===== config.mk =====
export PLATFORM = sky130hd
export DESIGN_NAME = pdm_blinky_multi
export DESIGN_NICKNAME = d
export VERILOG_FILES = /design/src/rtl/pdm_blinky_multi.sv
export SDC_FILE = /design/constraint.sdc
export NUM_CORES = 1
export LEC_CHECK = 0
export ABC_AREA = 1
export BUFFER_PORTS_ARGS = -buffer_cell sky130_fd_sc_hd__buf_4
export CORE_MARGIN = 2
export CORE_UTILIZATION = 50
export DETAILED_ROUTE_END_ITERATION = 6
export GPL_TIMING_DRIVEN = 0
export PLACE_DENSITY = 0.68
export SLEW_MARGIN = 10
export SYNTH_ARGS = -nofsm -noshare
export SYNTH_HDL_FRONTEND = slang
export SYNTH_SLANG_ARGS = --single-unit

===== constraint.sdc =====
create_clock -name clk -period 1.7 [get_ports clk]
set_input_delay 0.34 -clock clk [delete_from_list [all_inputs] [get_ports clk]]
set_output_delay 0.34 -clock clk [all_outputs]
set_load 0.005 [all_outputs]

===== src/rtl/pdm_blinky_multi.sv =====
// Multi-channel PDM LED driver: per-channel first-order sigma-delta modulator with
// optional triangle "breathe" ramp on a shared prescaled tick, plus registered readback.

module pdm_blinky_ch #(
    parameter int W    = 5,
    parameter int STEP = 1
) (
    input  logic         clk,
    input  logic         reset_n,
    input  logic         wr_hit,
    input  logic [W-1:0] wr_data,
    input  logic         wr_mode,
    input  logic         tick,
    output logic [W-1:0] duty,
    output logic         mode,
    output logic         pdm
);
    localparam logic [W:0] STEP_X = (W+1)'(STEP);
    localparam logic [W:0] TOP    = {1'b0, {W{1'b1}}};

    logic [W-1:0] duty_q, duty_d, acc_q, acc_d;
    logic         mode_q, mode_d, dir_q, dir_d, pdm_q, pdm_d;
    logic [W:0]   sum, up_sum;

    always_comb begin
        sum    = {1'b0, acc_q} + {1'b0, duty_q};
        up_sum = {1'b0, duty_q} + STEP_X;
        acc_d  = sum[W-1:0];
        pdm_d  = sum[W];
        duty_d = duty_q;
        mode_d = mode_q;
        dir_d  = dir_q;
        // acc is left alone on a write so a duty change never glitches the bitstream
        if (wr_hit) begin
            duty_d = wr_data;
            mode_d = wr_mode;
            dir_d  = 1'b0;
        end else if (tick && mode_q) begin
            if (!dir_q) begin
                if (up_sum >= TOP) begin
                    duty_d = TOP[W-1:0];
                    dir_d  = 1'b1;
                end else begin
                    duty_d = up_sum[W-1:0];
                end
            end else begin
                if ({1'b0, duty_q} <= STEP_X) begin
                    duty_d = '0;
                    dir_d  = 1'b0;
                end else begin
                    duty_d = duty_q - STEP_X[W-1:0];
                end
            end
        end
    end

    always_ff @(posedge clk) begin
        if (!reset_n) begin
            duty_q <= '0;
            acc_q  <= '0;
            mode_q <= 1'b0;
            dir_q  <= 1'b0;
            pdm_q  <= 1'b0;
        end else begin
            duty_q <= duty_d;
            acc_q  <= acc_d;
            mode_q <= mode_d;
            dir_q  <= dir_d;
            pdm_q  <= pdm_d;
        end
    end

    assign duty = duty_q;
    assign mode = mode_q;
    assign pdm  = pdm_q;
endmodule

module pdm_blinky_multi #(
    parameter  int N_CH     = 4,
    parameter  int W        = 5,
    parameter  int PRESCALE = 4,
    parameter  int STEP     = 1,
    localparam int AW       = (N_CH > 1) ? $clog2(N_CH) : 1
) (
    input  logic            clk,
    input  logic            reset_n,
    input  logic            wr_en,
    input  logic [AW-1:0]   wr_addr,
    input  logic [W-1:0]    wr_data,
    input  logic            wr_mode,
    input  logic [AW-1:0]   rd_addr,
    output logic [W-1:0]    rd_duty,
    output logic            rd_mode,
    output logic            tick,
    output logic [N_CH-1:0] pdm_out
);
    logic [PRESCALE-1:0]        cnt_q, cnt_d;
    logic                       tick_q, tick_d;
    logic [W-1:0]               rd_duty_q, rd_duty_d;
    logic                       rd_mode_q, rd_mode_d;
    logic [N_CH-1:0]            wr_hit, mode_w;
    logic [N_CH-1:0][W-1:0]     duty_w;

    for (genvar i = 0; i < N_CH; i++) begin : g_ch
        // out-of-range addresses simply match no channel
        assign wr_hit[i] = wr_en && (wr_addr == AW'(i));
        pdm_blinky_ch #(.W(W), .STEP(STEP)) u_ch (
            .clk     (clk),
            .reset_n (reset_n),
            .wr_hit  (wr_hit[i]),
            .wr_data (wr_data),
            .wr_mode (wr_mode),
            .tick    (tick_q),
            .duty    (duty_w[i]),
            .mode    (mode_w[i]),
            .pdm     (pdm_out[i])
        );
    end

    always_comb begin
        cnt_d     = cnt_q + PRESCALE'(1);
        tick_d    = &cnt_q;
        rd_duty_d = '0;
        rd_mode_d = 1'b0;
        for (int i = 0; i < N_CH; i++) begin
            if (rd_addr == AW'(i)) begin
                rd_duty_d = duty_w[i];
                rd_mode_d = mode_w[i];
            end
        end
    end

    always_ff @(posedge clk) begin
        if (!reset_n) begin
            cnt_q     <= '0;
            tick_q    <= 1'b0;
            rd_duty_q <= '0;
            rd_mode_q <= 1'b0;
        end else begin
            cnt_q     <= cnt_d;
            tick_q    <= tick_d;
            rd_duty_q <= rd_duty_d;
            rd_mode_q <= rd_mode_d;
        end
    end

    assign tick    = tick_q;
    assign rd_duty = rd_duty_q;
    assign rd_mode = rd_mode_q;
endmodule


==> results of run 1 <==
==> cell type report <==
class / count / share of cell area
multi-input combinational: 425 / 0.519
sequential: 63 / 0.275
inverter: 88 / 0.0710
timing repair buffer: 23 / 0.0371
clock buffer: 12 / 0.0333
tap: 102 / 0.0274
clock inverter: 3 / 0.0194
buffer: 16 / 0.0183
==> critical path, stage by stage, from the launching register on <==
cell,delay (ps)
dfxtp_2,390
ha_1,260
or2_2,290
nand3_1,80
nand2_1,60
nand3_1,120
nand2_1,90
o21ai_1,170
inv_1,50
==> state kept, by name, summed over array words and instances, names as in the netlist <==
register	flops
g_ch.u_ch.acc_q	20
g_ch.u_ch.duty	20
rd_duty	5
cnt_q	4
g_ch.u_ch.dir_q	4
g_ch.u_ch.mode	4
g_ch.u_ch.pdm	4
rd_mode	1
tick	1
==> path summary, 6_finish.rpt <==
path / to / slack, ps / cells after the start
worst min register to register: cnt_q[0] / 460 / 1
worst max-delay path: g_ch[2].u_ch.duty[2] / 90 / 8
worst max register to register: g_ch[2].u_ch.duty[2] / 90 / 8
worst min-delay path: g_ch[1].u_ch.mode / 270 / 3
==> placed cells by master, fill, tap and decap left out, drive strengths merged, types with 4 or more instances in the layout <==
cell | Yosys | layout
a21oi | 42 | 42
a31oi | 5 | 5
buf | 9 | 32
clkbuf | 7 | 19
dfxtp | 63 | 63
fa | 4 | 4
ha | 37 | 37
inv | 88 | 88
nand2 | 128 | 128
nand3 | 47 | 47
nand4 | 13 | 13
nor2 | 57 | 57
nor3 | 8 | 8
o211ai | 5 | 5
o21ai | 47 | 47
o221ai | 5 | 5
o22ai | 6 | 6
xor2 | 11 | 11
==> per-stage QoR <==
| stage | setup WS, ps | hold WS (ps) |
|---|---|---|
| finish | 92.4 | 274 |
| global route | 2.44 | 296 |
| CTS | 10.0 | 269 |
| detailed placement | -46.5 | 441 |
| global placement | -45.6 | 426 |
| floorplan | 162 | 418 |
==> power by group <==
| group | internal, mW | switching [mW] | leakage (nW) |
|---|---|---|---|
| combinational | 0.187 | 0.318 | 1.69 |
| sequential | 1.54 | 0.0626 | 0.517 |
| clock | 1.05 | 0.585 | 0.123 |
==> routing by layer <==
metal,part of all wire,vias up,track usage
met1,0.47,1775,0.306
met3,0.045,20,0.0321
met2,0.46,98,0.420
met5,0,-,0
li1,-,2010,-
met4,0.023,0,0.101
==> kinds of logic (layout without fill, tap and decap cells) <==
logic type / count (synthesis) / after routing
buffers and inverters: 104 / 142
xor gates and xnor gates: 14 / 14
and+or+nand+nor: 257 / 257
DFF: 63 / 63
AOI/OAI and AO/OA: 113 / 113
adders and majority gates: 41 / 41
==> repair_timing <==
action,4_1_cts,5_1_grt
setup buffers,0,0
setup endpoints to repair,6,15
gates cloned,0,0
resized for setup,6,13
hold buffers,0,0
==> metrics.txt, run 1 <==
CTS tree=done; Critical Path Fanout Max=10; Final Power=3.74 mW; Via-to-Cell Ratio=5.33; # diodes=0; via count=3,903; Final HPWL DP=7540 um; GRT Overall Usage=0.244; Final nets=680; Core Util, Final=0.596; synthesized area=0.00408 mm2; WL final=10,100 um; Fin Clk Skew=8.63 ps; FILL cells=776; number of synthesized flops with an enable pin=0; largest family of logic cells by synthesized area=simple AND/OR/NAND/NOR gates; CP Launch Type=register; CP required=1940 ps; synth warn=0; post-synthesis mux area share=0; PortBufs=23; Yosys top cell area share=0.309; Post-Synth Adder-Cell Area=0.133; CP Launch Point=g_ch[2].u_ch.duty[0]; register area share after synthesis=0.309; Mapped Avg Cell Area=6.89 um2; Initial Utilization=0.522; share of layout cells above drive strength 1=0.111; Slew Viols, Final=0; Placed Area=0.00438 mm2; CTS H-Tree Depth=3; count leader, synth=nand2_1; global-route wire length before repair=16,900 um; Synth area leaders=dfxtp_1 31%, nand2_1 12%, ha_1 11%; RR Startpoint=g_ch[2].u_ch.duty[0]; Die X=94.3 um; final cell count without fillers=732; post-synthesis compound-gate area fraction=0.153; Final setup violation count=0; RSZ-0062 raised after global routing=no; Die Height=94.3 um; dpl cells=717; CP arrival=1840 ps; core area=0.00781 mm2; DRC=0; Root Driver=clkbuf_8; Worst Min Path Start=wr_mode; Reg area=0.00128 mm2; final worst-path cycle share=0.946; Synth Instances=592; Final Hold Viols=0; Max Fclk=622 MHz; Synth Area in XOR/XNOR=0.0301; clock latency at the later pin of the worst-skew pair=340 ps; number of I/O pins=24; TritonRoute pass-1 iters=5; DIE AREA=0.00890 mm2; Routed WL per cell=13.8 um; Hold WC Path Type=in -> reg; routability cong.=0.899; top cells by count, synth=126 x nand2_1, 85 x inv_1, 63 x dfxtp_1; DRT iter0 DRCs=197; initial antenna violation count=0; Distinct cells, synth=33; GRT overflow=0; PwrDens=805 mW/mm2; Post-Synth Simple-Gate Area=0.272; buffer depth of the longest clock path=2; VDD IR-drop max=0.408 mV; cts bufs inserted=9; Site Rows=32; area of the multi-input gates=0.00241 mm2; vias in the first global route=3,678; Syn-to-layout area delta=14.1%; clk slew on worst S/H paths=70 ps; area of all placed cells without fillers=0.00465 mm2; outcome=complete, no violations; Setup TNS Final=0 ps; remaining antenna violation count after routing=0; Crit Path Class=reg -> reg; post-synthesis async set-or-reset flop share=0; pin count of the biggest net entering global routing=11; Net Count, Synth=646; synthesized flop and latch total=63; post-synth top area cell=dfxtp_1; worst-margin pin slew=713 ps; Top FF cell, synth=dfxtp_1; Crit. End Element=register; Lkg Pwr=2.33 nW; slew margin rel.=0.525; CTS Sinks=63; maxcap violations=0; Tmin final=1610 ps
(Power assumes the default switching activity.)
==> run 2, diff against run 1 <==
--- a/config.mk
+++ b/config.mk
@@ -11,7 +11,8 @@
 export CORE_UTILIZATION = 50
 export DETAILED_ROUTE_END_ITERATION = 6
 export GPL_TIMING_DRIVEN = 0
-export PLACE_DENSITY = 0.68
+export PLACE_DENSITY = 0.7
+export REMOVE_ABC_BUFFERS = 1
 export SLEW_MARGIN = 10
 export SYNTH_ARGS = -nofsm -noshare
 export SYNTH_HDL_FRONTEND = slang
==> constraint.sdc (replaced) <==
create_clock -name clk -period 1.3 [get_ports clk]
set_input_delay 0.26 -clock clk [delete_from_list [all_inputs] [get_ports clk]]
set_output_delay 0.26 -clock clk [all_outputs]
set_load 0.005 [all_outputs]
==> metrics.txt, run 2 (synthesis results as in run 1) <==
Final WS setup=-303 ps; Hold WC Path Type=in -> reg; initial antenna violation count=0; GRT Overall Usage=0.264; CTS Sinks=63; outcome=finished with violations; final worst-path cycle share=1.23; most frequent cells in the layout=102 x nand2_1, 68 x inv_1, 57 x buf_4, 43 x dfxtp_1, 42 x nor2_1; DRT iter0 DRCs=268; via count=4,481; WL final=12,800 um; # diodes=0; PortBufs=23; clk slew on worst S/H paths=80 ps; global-route wire length before repair=18,300 um; share of layout cells above drive strength 1=0.387; remaining antenna violation count after routing=0; Fin Clk Skew=10.6 ps; CP Launch Type=register; maxcap violations=0; Die X=94.3 um; routability cong.=0.897; clock latency at the later pin of the worst-skew pair=350 ps; slew margin rel.=0.653; Tmin final=1600 ps; Final nets=716; CTS H-Tree Depth=3; Crit. End Element=register; vias in the first global route=3,902; Hold Buf Count CTS=0; Critical Path Fanout Max=4; RSZ-0062 raised after global routing=yes; Slew Viols, Final=0; CP arrival=1830 ps; failing checks=setup timing; number of I/O pins=24; GRT overflow=0; final hold slack=204 ps; Final setup violation count=33; PwrDens=868 mW/mm2; VDD IR-drop max=0.519 mV; worst-margin pin slew=520 ps; commonest non-fill, non-tap cell in the layout=nand2_1; Initial Utilization=0.522; Root Driver=clkbuf_8; Place WS=-423 ps; Final HPWL DP=6570 um; Final Hold Viols=0; CP required=1530 ps; CTS tree=done; Die Height=94.3 um; FILL cells=550; buffer depth of the longest clock path=2; pin count of the biggest net entering global routing=43; Routed WL per cell=16.7 um; TritonRoute pass-1 iters=7; Lkg Pwr=2.57 nW; Site Rows=32; Placed Area=0.00429 mm2; Setup TNS Final=-4270 ps; DRC=0; Syn-to-layout area delta=43.3%; DIE AREA=0.00890 mm2; Via-to-Cell Ratio=5.83; Max Fclk=624 MHz; Crit Path Class=reg -> reg; core area=0.00781 mm2; cts bufs inserted=9; area of all placed cells without fillers=0.00585 mm2
run 2: path summary, 6_finish.rpt:
check,cells after the start,slack [ps],startpoint,end
worst max-delay path,9,-300,g_ch[0].u_ch.duty[1],g_ch[0].u_ch.duty[0]
worst min-delay path,3,200,wr_mode,g_ch[2].u_ch.mode
worst max register to register,9,-300,g_ch[0].u_ch.duty[1],g_ch[0].u_ch.duty[0]
worst min register to register,1,450,cnt_q[0],cnt_q[0]
run 2: routing by layer:
layer	track usage	part of all wire	up-vias
li1	-	-	2088
met1	0.335	0.40	2075
met2	0.428	0.48	267
met3	0.0498	0.082	51
met4	0.133	0.040	0
met5	0	0	-
run 2: cell type report:
type | instances | area (um2) | share of cell area
Clock buffer | 11 | 141 | 0.0242
Clock inverter | 4 | 70.1 | 0.0120
Inverter | 88 | 354 | 0.0606
Multi-Input combinational cell | 425 | 3200 | 0.547
Sequential cell | 63 | 1320 | 0.226
Tap cell | 102 | 128 | 0.0218
Timing Repair Buffer | 74 | 628 | 0.107
Timing Repair inverter | 1 | 7.51 | 0.00128
run 2: through the flow:
step | total power, mW | std cells | util
final | 5.08 | 768 | 0.749
after global routing | 5.29 | 768 | 0.749
after CTS | 4.84 | 747 | 0.670
after detailed placement | 2.76 | 701 | 0.550
after global placement | 2.74 | 701 | 0.550
after floorplan | 2.56 | 576 | -
run 2: critical path, cell delays in order, from the launching register on:
cell and delay [ps]:
dfxtp_4 370, buf_6 120, ha_4 170, or2_4 230
nand3_2 70, nand2_2 80, nand3_4 130, nand3_1 130
nand2_1 110, a21oi_1 70
run 2: timing repair:
action / 4_1_cts / 5_1_grt
pin swaps: 30 / 75
setup buffers: 31 / 23
setup endpoints to repair: 44 / 44
gates cloned: 0 / 1
resized for setup: 143 / 116
run 2: where the power goes:
part | leakage (nW) | switching [mW] | internal [mW] | total [mW]
sequential | 0.526 | 0.109 | 2.01 | 2.12
clock | 0.109 | 0.804 | 1.12 | 1.92
combinational | 1.94 | 0.589 | 0.450 | 1.04
total | 2.57 | 1.50 | 3.57 | 5.08
==> run 3, diff against run 2 <==
--- a/config.mk
+++ b/config.mk
@@ -8,12 +8,13 @@
 export ABC_AREA = 1
 export BUFFER_PORTS_ARGS = -buffer_cell sky130_fd_sc_hd__buf_4
 export CORE_MARGIN = 2
-export CORE_UTILIZATION = 50
+export CORE_UTILIZATION = 55
 export DETAILED_ROUTE_END_ITERATION = 6
 export GPL_TIMING_DRIVEN = 0
-export PLACE_DENSITY = 0.7
+export PLACE_DENSITY = 0.76
 export REMOVE_ABC_BUFFERS = 1
 export SLEW_MARGIN = 10
 export SYNTH_ARGS = -nofsm -noshare
 export SYNTH_HDL_FRONTEND = slang
 export SYNTH_SLANG_ARGS = --single-unit
+export TNS_END_PERCENT = 10
==> metrics.txt, run 3 (synthesis results as in run 1) <==
outcome=finished with violations; failing checks=setup timing; DIE AREA=0.00812 mm2; Reg area=0.00131 mm2; Max Fclk=676 MHz; VDD IR-drop max=0.696 mV; Routed WL per cell=14.8 um; Crit Path Class=reg -> reg; routability cong.=0.908; Final Power=4.70 mW; RSZ-0062 raised after global routing=yes; Switching Fraction=0.284; number of I/O pins=24; FILL cells=597; Hold Buf Count CTS=0; clk slew on worst S/H paths=70 ps; Comb pwr share=0.162; cts bufs inserted=9; Crit. End Element=register; slew margin rel.=0.396; Root Driver=clkbuf_8; Place WS=-399 ps; clock latency at the later pin of the worst-skew pair=350 ps; GRT Overall Usage=0.256; CTS tree=done; commonest non-fill, non-tap cell in the layout=nand2_1; Tmin final=1480 ps; vias in the first global route=3,745; sequential share of power=0.450; Site Rows=31; Via-to-Cell Ratio=5.68; Core Util, Final=0.697; CTS H-Tree Depth=3; worst-margin pin slew=905 ps; share of layout cells above drive strength 1=0.241; DRC=0; Final setup violation count=33; Hold WC Path Type=in -> reg; maxcap violations=0; global-route wire length before repair=17,000 um; clock power share=0.387; WL final=10,800 um; Final nets=681; Critical Path Fanout Max=5; pin count of the biggest net entering global routing=43; Final Hold Viols=0; Fin Clk Skew=9.80 ps; via count=4,153; DRT iter0 DRCs=276; Final WS setup=-179 ps; initial antenna violation count=0; TritonRoute pass-1 iters=5; Lkg Pwr=2.34 nW; buffer depth of the longest clock path=2; Initial Utilization=0.565; switching pwr=1.33 mW; CTS Sinks=63; most frequent cells in the layout=112 x nand2_1, 80 x inv_1, 50 x nor2_1, 45 x dfxtp_1, 39 x nand3_1; CP arrival=1680 ps; CP Launch Type=register; final worst-path cycle share=1.14; PwrDens=934 mW/mm2; Int Pwr=3.36 mW; Syn-to-layout area delta=23.3%; Die X=90.1 um; Setup TNS Final=-2990 ps; core area=0.00721 mm2; remaining antenna violation count after routing=0; CP required=1500 ps; area of the multi-input gates=0.00274 mm2; GRT overflow=0; # diodes=0; Slew Viols, Final=0; PortBufs=23; Final HPWL DP=6500 um; Die Height=90.1 um
-- run 3: changes by cell type in the layout (fill, tap and decap cells not counted), moves of 7 or more --
cell     before  now
nand2_1     102  112
o21ai_0      21   32
inv_1        68   80
ha_4         22    9
nand3_1      24   39
buf_6        16    3
nand3_2      17    6
nor2_1       42   50
ha_1         12   22
nand2_2      22   15
o21ai_1      17    9
buf_4        57   37
-- run 3: power by group through the flow --
| stage | clock (mW) | sequential [mW] | combinational (mW) |
|---|---|---|---|
| 5_1_grt | 1.94 | 2.12 | 0.849 |
| 2_1_floorplan | 0 | 2.13 | 0.428 |
| 3_3_place_gp | 0 | 2.15 | 0.580 |
| 6_report | 1.82 | 2.11 | 0.763 |
| 4_1_cts | 1.85 | 2.11 | 0.686 |
| 3_5_place_dp | 0 | 2.16 | 0.599 |
-- run 3: through the flow --
step                std cells  area [um2]  hold WS, ps
finish                    731        5030          197
global route              731        5030          208
CTS                       725        4820          184
detailed placement        698        4290          447
global placement          698        4290          431
floorplan                 576        3990          353
-- run 3: path summary, 6_finish.rpt --
| kind | from | to | slack, ps | cells after the start |
|---|---|---|---|---|
| min | wr_data[4] | g_ch[3].u_ch.duty[4] | 200 | 3 |
| max reg2reg | g_ch[3].u_ch.duty[0] | g_ch[3].u_ch.duty[0] | -180 | 8 |
| min reg2reg | cnt_q[0] | cnt_q[0] | 450 | 1 |
| max | g_ch[3].u_ch.duty[0] | g_ch[3].u_ch.duty[0] | -180 | 8 |
-- run 3: layer usage --
layer  global-route usage  wire length (um)  up-vias
met1                0.327              4390     1910
met2                0.430              5180      205
met4               0.0808               248        0
li1                     -                 -     2009
met3               0.0587              1010       29
met5                    0                 0        -
-- run 3: layout make-up --
type                    count  area share
multi-input cells         425       0.544
flip-flops and latches     63       0.261
inverters                  88      0.0662
repair buffers             40      0.0620
clock buffers              13      0.0336
well taps                  99      0.0246
clock inverters             3     0.00796
-- run 3: critical path: stages, from the launching register on --
cell and delay (ps):
dfxtp_4 390, buf_4 140, ha_1 140, o21bai_4 120
nand4_1 180, a21oi_1 180, nand2_1 70, nand2_1 60
a21oi_1 50
-- run 3: repair_timing --
action,in CTS,in global routing
endpoints found under the hold margin,0,0
setup buffers,11,6
endpoints found under the setup margin,44,41
resized for setup,77,50
pin swaps,21,13
